[config.mk]
export PLATFORM = sky130hd
export DESIGN_NAME = formatter
export DESIGN_NICKNAME = d
export VERILOG_FILES = /design/src/rtl/formatter_pkg.sv /design/src/rtl/fmt_out_reg.sv /design/src/rtl/formatter.sv
export SDC_FILE = /design/constraint.sdc
export NUM_CORES = 1
export LEC_CHECK = 0
export ABC_CLOCK_PERIOD_IN_PS = 1450
export CAP_MARGIN = 20
export CORE_ASPECT_RATIO = 2
export CORE_UTILIZATION = 46
export DETAILED_ROUTE_END_ITERATION = 7
export PLACE_DENSITY_LB_ADDON = 0.15
export SLEW_MARGIN = 40
export SYNTH_ARGS = -nofsm -noshare
export SYNTH_HDL_FRONTEND = slang
export SYNTH_SLANG_ARGS = --single-unit
[constraint.sdc]
create_clock -name clk -period 1.45 [get_ports clk]
set_clock_uncertainty 0.05 [all_clocks]
set_input_delay 0.3625 -clock clk [delete_from_list [all_inputs] [get_ports clk]]
set_output_delay 0.3625 -clock clk [all_outputs]
set_load 0.01 [all_outputs]
[src/rtl/formatter_pkg.sv]
// Shared types and constants for the downlink packet formatter.
// Holds channel codes, the FSM state type and the payload-length decode.
package formatter_pkg;

  localparam int FIFO_WIDE = 32;

  localparam logic [1:0] CH0     = 2'b00;
  localparam logic [1:0] CH1     = 2'b01;
  localparam logic [1:0] CH2     = 2'b10;
  localparam logic [1:0] CH_NONE = 2'b11;

  typedef enum logic [2:0] {
    ST_IDLE  = 3'd0,
    ST_REQ   = 3'd1,
    ST_SEND  = 3'd2,
    ST_PAR   = 3'd3,
    ST_DRAIN = 3'd4
  } fmt_state_e;

  // Payload length code 0..3 maps to 4, 8, 16, 32 words.
  function automatic logic [5:0] len_decode(input logic [1:0] code);
    return 6'd4 << code;
  endfunction

endpackage

[src/rtl/fmt_out_reg.sv]
// Output holding register for the formatter's valid/ready output port.
// A load always wins; otherwise an accepted beat empties the register.
module fmt_out_reg
  import formatter_pkg::*;
(
  input  logic                 clk,
  input  logic                 rst,
  input  logic                 i_load,
  input  logic [FIFO_WIDE-1:0] i_data,
  input  logic [1:0]           i_chid,
  input  logic                 i_start,
  input  logic                 i_end,
  input  logic                 i_ready,
  output logic                 o_valid,
  output logic [FIFO_WIDE-1:0] o_data,
  output logic [1:0]           o_chid,
  output logic                 o_start,
  output logic                 o_end
);

  logic                 r_valid;
  logic [FIFO_WIDE-1:0] r_data;
  logic [1:0]           r_chid;
  logic                 r_start;
  logic                 r_end;

  // The caller only asserts i_load when the register is empty or being
  // accepted, so a stalled beat (valid && !ready) is never overwritten.
  always_ff @(posedge clk) begin
    if (rst) begin
      r_valid <= 1'b0;
      r_data  <= '0;
      r_chid  <= CH_NONE;
      r_start <= 1'b0;
      r_end   <= 1'b0;
    end else if (i_load) begin
      r_valid <= 1'b1;
      r_data  <= i_data;
      r_chid  <= i_chid;
      r_start <= i_start;
      r_end   <= i_end;
    end else if (r_valid && i_ready) begin
      r_valid <= 1'b0;
      r_end   <= 1'b0;
    end
  end

  assign o_valid = r_valid;
  assign o_data  = r_data;
  assign o_chid  = r_chid;
  assign o_start = r_start;
  assign o_end   = r_end;

endmodule

[src/rtl/formatter.sv]
// Packs arbiter words into fixed-length single-channel packets with a
// trailing XOR parity word, requesting the downstream bus before each one.
module formatter
  import formatter_pkg::*;
(
  input  logic                 clk,
  input  logic                 rst,
  input  logic                 fmt_arb_ready,
  input  logic [1:0]           fmt_ch_id,
  input  logic [FIFO_WIDE-1:0] fmt_data_in,
  output logic                 fmt_arb_valid,
  input  logic [1:0]           fmt_pkt_len,
  output logic                 fmt_req,
  input  logic                 fmt_grant,
  output logic                 fmt_out_valid,
  input  logic                 fmt_out_ready,
  output logic [FIFO_WIDE-1:0] fmt_data,
  output logic [1:0]           fmt_chid,
  output logic                 fmt_start,
  output logic                 fmt_end,
  output fmt_state_e           o_dbg_state
);

  // Handshakes: a word moves on the arbiter side at a clock edge where
  // fmt_arb_ready && fmt_arb_valid, and on the output side where
  // fmt_out_valid && fmt_out_ready; an unaccepted output beat holds steady.

  fmt_state_e           r_state;
  fmt_state_e           w_next;
  logic [1:0]           r_lock_ch;
  logic [1:0]           r_len;
  logic [5:0]           r_cnt;
  logic [FIFO_WIDE-1:0] r_parity;

  logic                 w_out_free;
  logic                 w_pull;
  logic                 w_last;
  logic                 w_load;
  logic [FIFO_WIDE-1:0] w_ld_data;
  logic                 w_ld_start;
  logic                 w_ld_end;

  assign w_out_free = !fmt_out_valid || fmt_out_ready;
  assign w_pull     = (r_state == ST_SEND) && fmt_arb_ready &&
                      (fmt_ch_id == r_lock_ch) && w_out_free;
  assign w_last     = (r_cnt == (len_decode(r_len) - 6'd1));

  always_ff @(posedge clk) begin
    if (rst) begin
      r_state   <= ST_IDLE;
      r_lock_ch <= CH_NONE;
      r_len     <= 2'd0;
      r_cnt     <= '0;
      r_parity  <= '0;
    end else begin
      r_state <= w_next;
      // Channel and length are frozen for the whole packet at lock time.
      if (r_state == ST_IDLE && w_next == ST_REQ) begin
        r_lock_ch <= fmt_ch_id;
        r_len     <= fmt_pkt_len;
      end
      if (r_state == ST_REQ && fmt_grant) begin
        r_cnt    <= '0;
        r_parity <= '0;
      end else if (w_pull) begin
        r_cnt    <= r_cnt + 6'd1;
        r_parity <= r_parity ^ fmt_data_in;
      end
    end
  end

  always_comb begin
    w_next        = r_state;
    fmt_req       = 1'b0;
    fmt_arb_valid = 1'b0;
    w_load        = 1'b0;
    w_ld_data     = fmt_data_in;
    w_ld_start    = 1'b0;
    w_ld_end      = 1'b0;
    case (r_state)
      ST_IDLE: begin
        if (fmt_arb_ready && fmt_ch_id != CH_NONE) w_next = ST_REQ;
      end
      ST_REQ: begin
        fmt_req = 1'b1;
        if (fmt_grant) w_next = ST_SEND;
      end
      ST_SEND: begin
        if (w_pull) begin
          fmt_arb_valid = 1'b1;
          w_load        = 1'b1;
          w_ld_start    = (r_cnt == '0);
          if (w_last) w_next = ST_PAR;
        end
      end
      ST_PAR: begin
        if (w_out_free) begin
          w_load    = 1'b1;
          w_ld_data = r_parity;
          w_ld_end  = 1'b1;
          w_next    = ST_DRAIN;
        end
      end
      ST_DRAIN: begin
        if (fmt_out_valid && fmt_end && fmt_out_ready) w_next = ST_IDLE;
      end
      default: w_next = ST_IDLE;
    endcase
  end

  fmt_out_reg u_out_reg (
    .clk     (clk),
    .rst     (rst),
    .i_load  (w_load),
    .i_data  (w_ld_data),
    .i_chid  (r_lock_ch),
    .i_start (w_ld_start),
    .i_end   (w_ld_end),
    .i_ready (fmt_out_ready),
    .o_valid (fmt_out_valid),
    .o_data  (fmt_data),
    .o_chid  (fmt_chid),
    .o_start (fmt_start),
    .o_end   (fmt_end)
  );

  assign o_dbg_state = r_state;

endmodule

# Word level (Yosys, flattened, before mapping)
# Cells that the tools add are included.
[word_totals]
register_bits = 82
in_bits = 41
output_inout_bits = 42
[classes]
addsub = 2
n_eq_ne = 8
n_shift = 1
muxes = 20
bitwise_logic = 1
n_reduce_logical = 15
[ops]
columns = ["operator", "count"]
rows = [
  ["$mux 32", 2],
  ["$xor 32x32->32", 1],
  ["$mux 3", 6],
  ["$pmux 3 s5", 1],
  ["$mux 1", 10],
  ["$logic_and 1x1->1", 9],
  ["$add 6x1->6 const B", 1],
  ["$eq 3x1->1 const B", 2],
  ["$eq 3x2->1 const B", 2],
  ["$eq 6x6->1", 1],
  ["$logic_not 6->1", 1],
  ["$shl 3x2->6 const A", 1],
  ["$sub 6x1->6 const B", 1],
  ["$eq 3x3->1 const B", 1],
  ["$logic_not 3->1", 1],
  ["$eq 2x2->1", 1],
  ["$ne 2x2->1 const B", 1],
  ["$pmux 1 s2", 1],
  ["$reduce_bool 2->1", 1],
  ["$reduce_or 2->1", 1],
  ["$logic_not 1->1", 1],
  ["$logic_or 1x1->1", 1],
]

# Longest topological paths before layout
# Gate-level depths: netlist of run 1.
[logic_depth]
depth_word = 8
depth_mapped = 6
depth_no_buf = 5

# Modules after synthesis
# From an unflattened synthesis of run 1, not the netlist that was laid out.
[hier_totals]
hier_cells = 432
area_unflattened_um2 = 4072.7
[modules_own_cells]
columns = ["module", "n_inst", "cells_per_inst", "area_each_um2", "seq_area_each_um2"]
rows = [
  ["formatter", 1, 310, 2745.1, 900.9],
  ["fmt_out_reg", 1, 122, 1327.5, 740.7],
]

# Worst setup path before layout of run 1
# OpenSTA, ideal clock, no wires.
[synth_path]
path_type = "register to register"
startpoint = "register r_state[0] (netlist: o_dbg_state[0])"
endpoint = "register u_out_reg.r_data[0] (netlist: u_out_reg.o_data[0])"
t_arrival_ns = 1.475
required_ns = 1.253
setup_slack_ns = -0.222
stages_incl_launch_ff = 7
n_path_buf = 2
path_cell_list = "dfxtp_1 nand2b_1 or3_1 buf_2 buf_2 nor2_1 a311oi_2"
[synth_via]
elab_chain_len = 6
elab_cells_between_ends = 8
[synth_rtl]
columns = ["element", "line", "rtl"]
rows = [
  ["start, declared", "formatter.sv:28", "fmt_state_e r_state;"],
  ["start signal, assigned", "formatter.sv:56", "r_state <= w_next;"],
  ["$eq 3x2->1", "formatter.sv:44, formatter.sv:80", ""],
  ["$logic_and 1x1->1 (2 in series)", "formatter.sv:44", "assign w_pull = (r_state == ST_SEND) && fmt_arb_ready &&"],
  ["$logic_and 1x1->1", "formatter.sv:45", "(fmt_ch_id == r_lock_ch) && w_out_free;"],
  ["$mux 1", "formatter.sv:89", "if (w_pull) begin"],
  ["$pmux 1 s2", "formatter.sv:80", "case (r_state)"],
  ["end signal, assigned", "fmt_out_reg.sv:38", "r_data <= i_data;"],
  ["end, declared", "fmt_out_reg.sv:22", "logic [FIFO_WIDE-1:0] r_data;"],
]
# Parallel ways exist; a longest one is shown, timed or not.
# A chain may end at the register's enable or synchronous reset.

# Worst setup path after layout of run 1
[layout_path]
startpoint = "register r_state[0] (netlist: o_dbg_state[0])"
endpoint = "register u_out_reg.r_data[2] (netlist: u_out_reg.o_data[2])"
# The elaborated chain is that of the path after synthesis.

==> run metrics, run 1 <==
outcome=finished, violations left; failing checks=setup timing; port bufs=just over 80; Root Driver=clkbuf_16; FF-to-FF path depth=6; Netlist cell types=40; Die ar.=8900 µm²; Seq/Total Area, Yosys=42.0%; CTS tree=built; fill cell count=443; GP Congestion=around 0.76; Initial Util=47.5%; Hold WC Path Type=primary input to register; ys flop type=dfxtp_1; WL final=between 15 and 20 mm; Max Clk Rate=573 MHz; Synth Register Bits=82; Via Count=4300; Synth area leaders=dfxtp_1, a311oi_2, mux2i_1; router iterations before antenna repair=6; flop2flop setup slack=-300 ps; Critical Path RT=between 1500 and 2000 ps; reg2reg end=u_out_reg.o_data[2]; max-slew violation count=0; Post-route DRC=0; synthesized net count=479; clock slew at reported path FFs=about 60 ps; Static Leakage=2.82 nW; Cells after DPL=622; initial antenna violation count=0; Core Region=8230 µm²; clock sink count=82; first-pass GRT wire length=~22 mm; setup slack after layout=-296 ps; top cells by count, synth=dfxtp_1, nand2_1, nand3_1, nor2_1; wire per inst=approximately 24 µm; Slew HR=64.6%; Std-Cell Rows=47; Overall Global Routing Usage=between 30% and 40%; pwr dens=850 nW/µm²; worst path arrival time=between 1500 and 2000 ps; r2r startpoint=o_dbg_state[0]; top-area cell type share of the netlist area=roughly two fifths; Crit. End Element=register; CTS Hold Buffers Added=0; Worst Tran Pin Value=about 530 ps; Tcrit/Tclk final=120%; height of the die=around 130 µm; vias in the first global route=between 4000 and 5000; post-layout min period=approximately 1700 ps; top-count cell post-synth=dfxtp_1; vias per std cell=between 6 and 7; cell count after synthesis=~440; Crit Path Class=register to register; Synth area leader=dfxtp_1; I/O pin total=83; pin count of the biggest net entering global routing=27; worst-path fanout max=7; Worst IR Drop VDD=0.712 mV; Final Hold Fails=0; Max-Cap Viols=0; crit path capture=u_out_reg.o_data[2]; drt first-iter violations=285; post-layout util=82.8%; Post-Layout Cell Count=674; Routed Antenna Nets=0; CTS Buf Count=9; share of post-route cells with drive strength above 1=42.7%; Final setup viols=83; Final Total Pwr=5.80 mW; Post-Syn Area=3910 µm²; GRT overflow=0; Critical path origin=o_dbg_state[0]; Total Nets Final=614; Clk Latency, worst-skew pair=350 ps; Die X-Extent=67.2 µm; Ant. Diodes=0; HPWL Detailed=7.43 mm; clock buffer depth=2; syn_area_per_cell=8.97 µm²; CTS H-Tree Depth=3; async set-reset flop share out of synthesis=0%; Startpoint Class=register; RSZ-0062 raised after global routing=yes; Post-synth EDFFs=0; Synth Warn #=0; Post-Place Setup Slack=-769 ps; Area Growth Syn to Fin=74.3%; final hold slack=326 ps
==> power by group <==
part / switching [mW] / internal (mW) / total, mW
logic: 0.577 / 0.547 / 1.12
clock network: 0.955 / 1.38 / 2.33
registers: 0.0450 / 2.30 / 2.34
total: 1.58 / 4.22 / 5.80
==> metrics by stage <==
| stage | instance area, µm² | TNS, ps |
|---|---|---|
| CTS | 6260 | -10240 |
| floorplan | 4070 | -508 |
| global placement | 5230 | -46960 |
| finish | 6820 | -13040 |
| detailed placement | 5230 | -50420 |
| global route | 6820 | -17940 |
==> state kept, by name (all words and copies together), names as in the netlist <==
name	count
o_dbg_state	3
r_cnt	6
r_len	2
r_lock_ch	2
r_parity	32
u_out_reg.o_chid	2
u_out_reg.o_data	32
u_out_reg.o_end	1
u_out_reg.o_start	1
u_out_reg.o_valid	1
==> repair_timing <==
item	in CTS	in global routing
setup endpoints to repair	124	87
setup buffers	22	3
gates resized for setup	189	89
gates cloned	8	6
pin swaps	23	46
==> cell type report <==
class | count | area, µm² | share of cell area, %
repair buffers | 161 | 1880 | 27.6
multi-input cells | 312 | 2840 | 41.7
clock inverters | 5 | 53.8 | 0.789
well taps | 98 | 123 | 1.80
inverters | 5 | 18.8 | 0.275
flip-flops and latches | 82 | 1660 | 24.3
clock buffers | 11 | 243 | 3.56
==> per-layer routing <==
layer | part of all wire (%) | global-route usage (%) | up-vias
met2 | 52 | 56.6 | 245
met3 | 5.7 | 7.84 | 86
met4 | 6.9 | 24.0 | 0
met1 | 35 | 34.6 | 2089
li1 | - | - | 1880
met5 | 0 | 0 | -
==> critical path, stage by stage, from the launching register on <==
cell	delay, ps
dfxtp_4	370
buf_6	120
nand2b_4	60
or3_4	420
buf_12	170
buf_16	150
a311oi_4	300
==> kinds of logic after synthesis <==
family	Yosys count	synth area share, %
xor+xnor	3	0.672
compound gates	92	20.1
buf+inv	42	4.96
flops	82	42.0
mux	35	8.95
fa+ha+maj	2	0.639
simple gates	180	22.7
==> cells in the final DEF, fill, tap and decap left out, drive strengths merged, types with 2 or more instances in the layout <==
cell	count
nand3	41
nand4	2
or4	3
mux2i	35
o31ai	3
o21ai	34
clkbuf	18
clkdlybuf4s50	35
o211ai	3
nand2	42
nand2b	3
inv	5
buf	79
nor3	3
or3	35
nor3b	2
nor2	41
a21oi	15
nand3b	2
a311oi	31
dfxtp	82
clkinv	4
ha	2
dlygate4sd2	40
xnor2	2
==> worst min-delay path by stage <==
stage | from | end | slack, ps | cells after the start
after floorplan | r_parity[10] | r_parity[10] | 400 | 2
after CTS | rst | u_out_reg.o_data[25] | 330 | 2
after global routing | rst | u_out_reg.o_data[25] | 330 | 2
after detailed placement | r_parity[27] | r_parity[27] | 420 | 2
after global placement | r_parity[12] | r_parity[12] | 400 | 2
final | rst | u_out_reg.o_data[25] | 330 | 2
Note: power is estimated with default switching activity, not from simulation.
==> run 2, diff against run 1 <==
--- a/config.mk
+++ b/config.mk
@@ -11,6 +11,7 @@
 export CORE_UTILIZATION = 46
 export DETAILED_ROUTE_END_ITERATION = 7
 export PLACE_DENSITY_LB_ADDON = 0.15
+export RECOVER_POWER = 25
 export SLEW_MARGIN = 40
 export SYNTH_ARGS = -nofsm -noshare
 export SYNTH_HDL_FRONTEND = slang
==> results of run 2 <==
Final layout, timing and power as in run 1 (identical DEF).
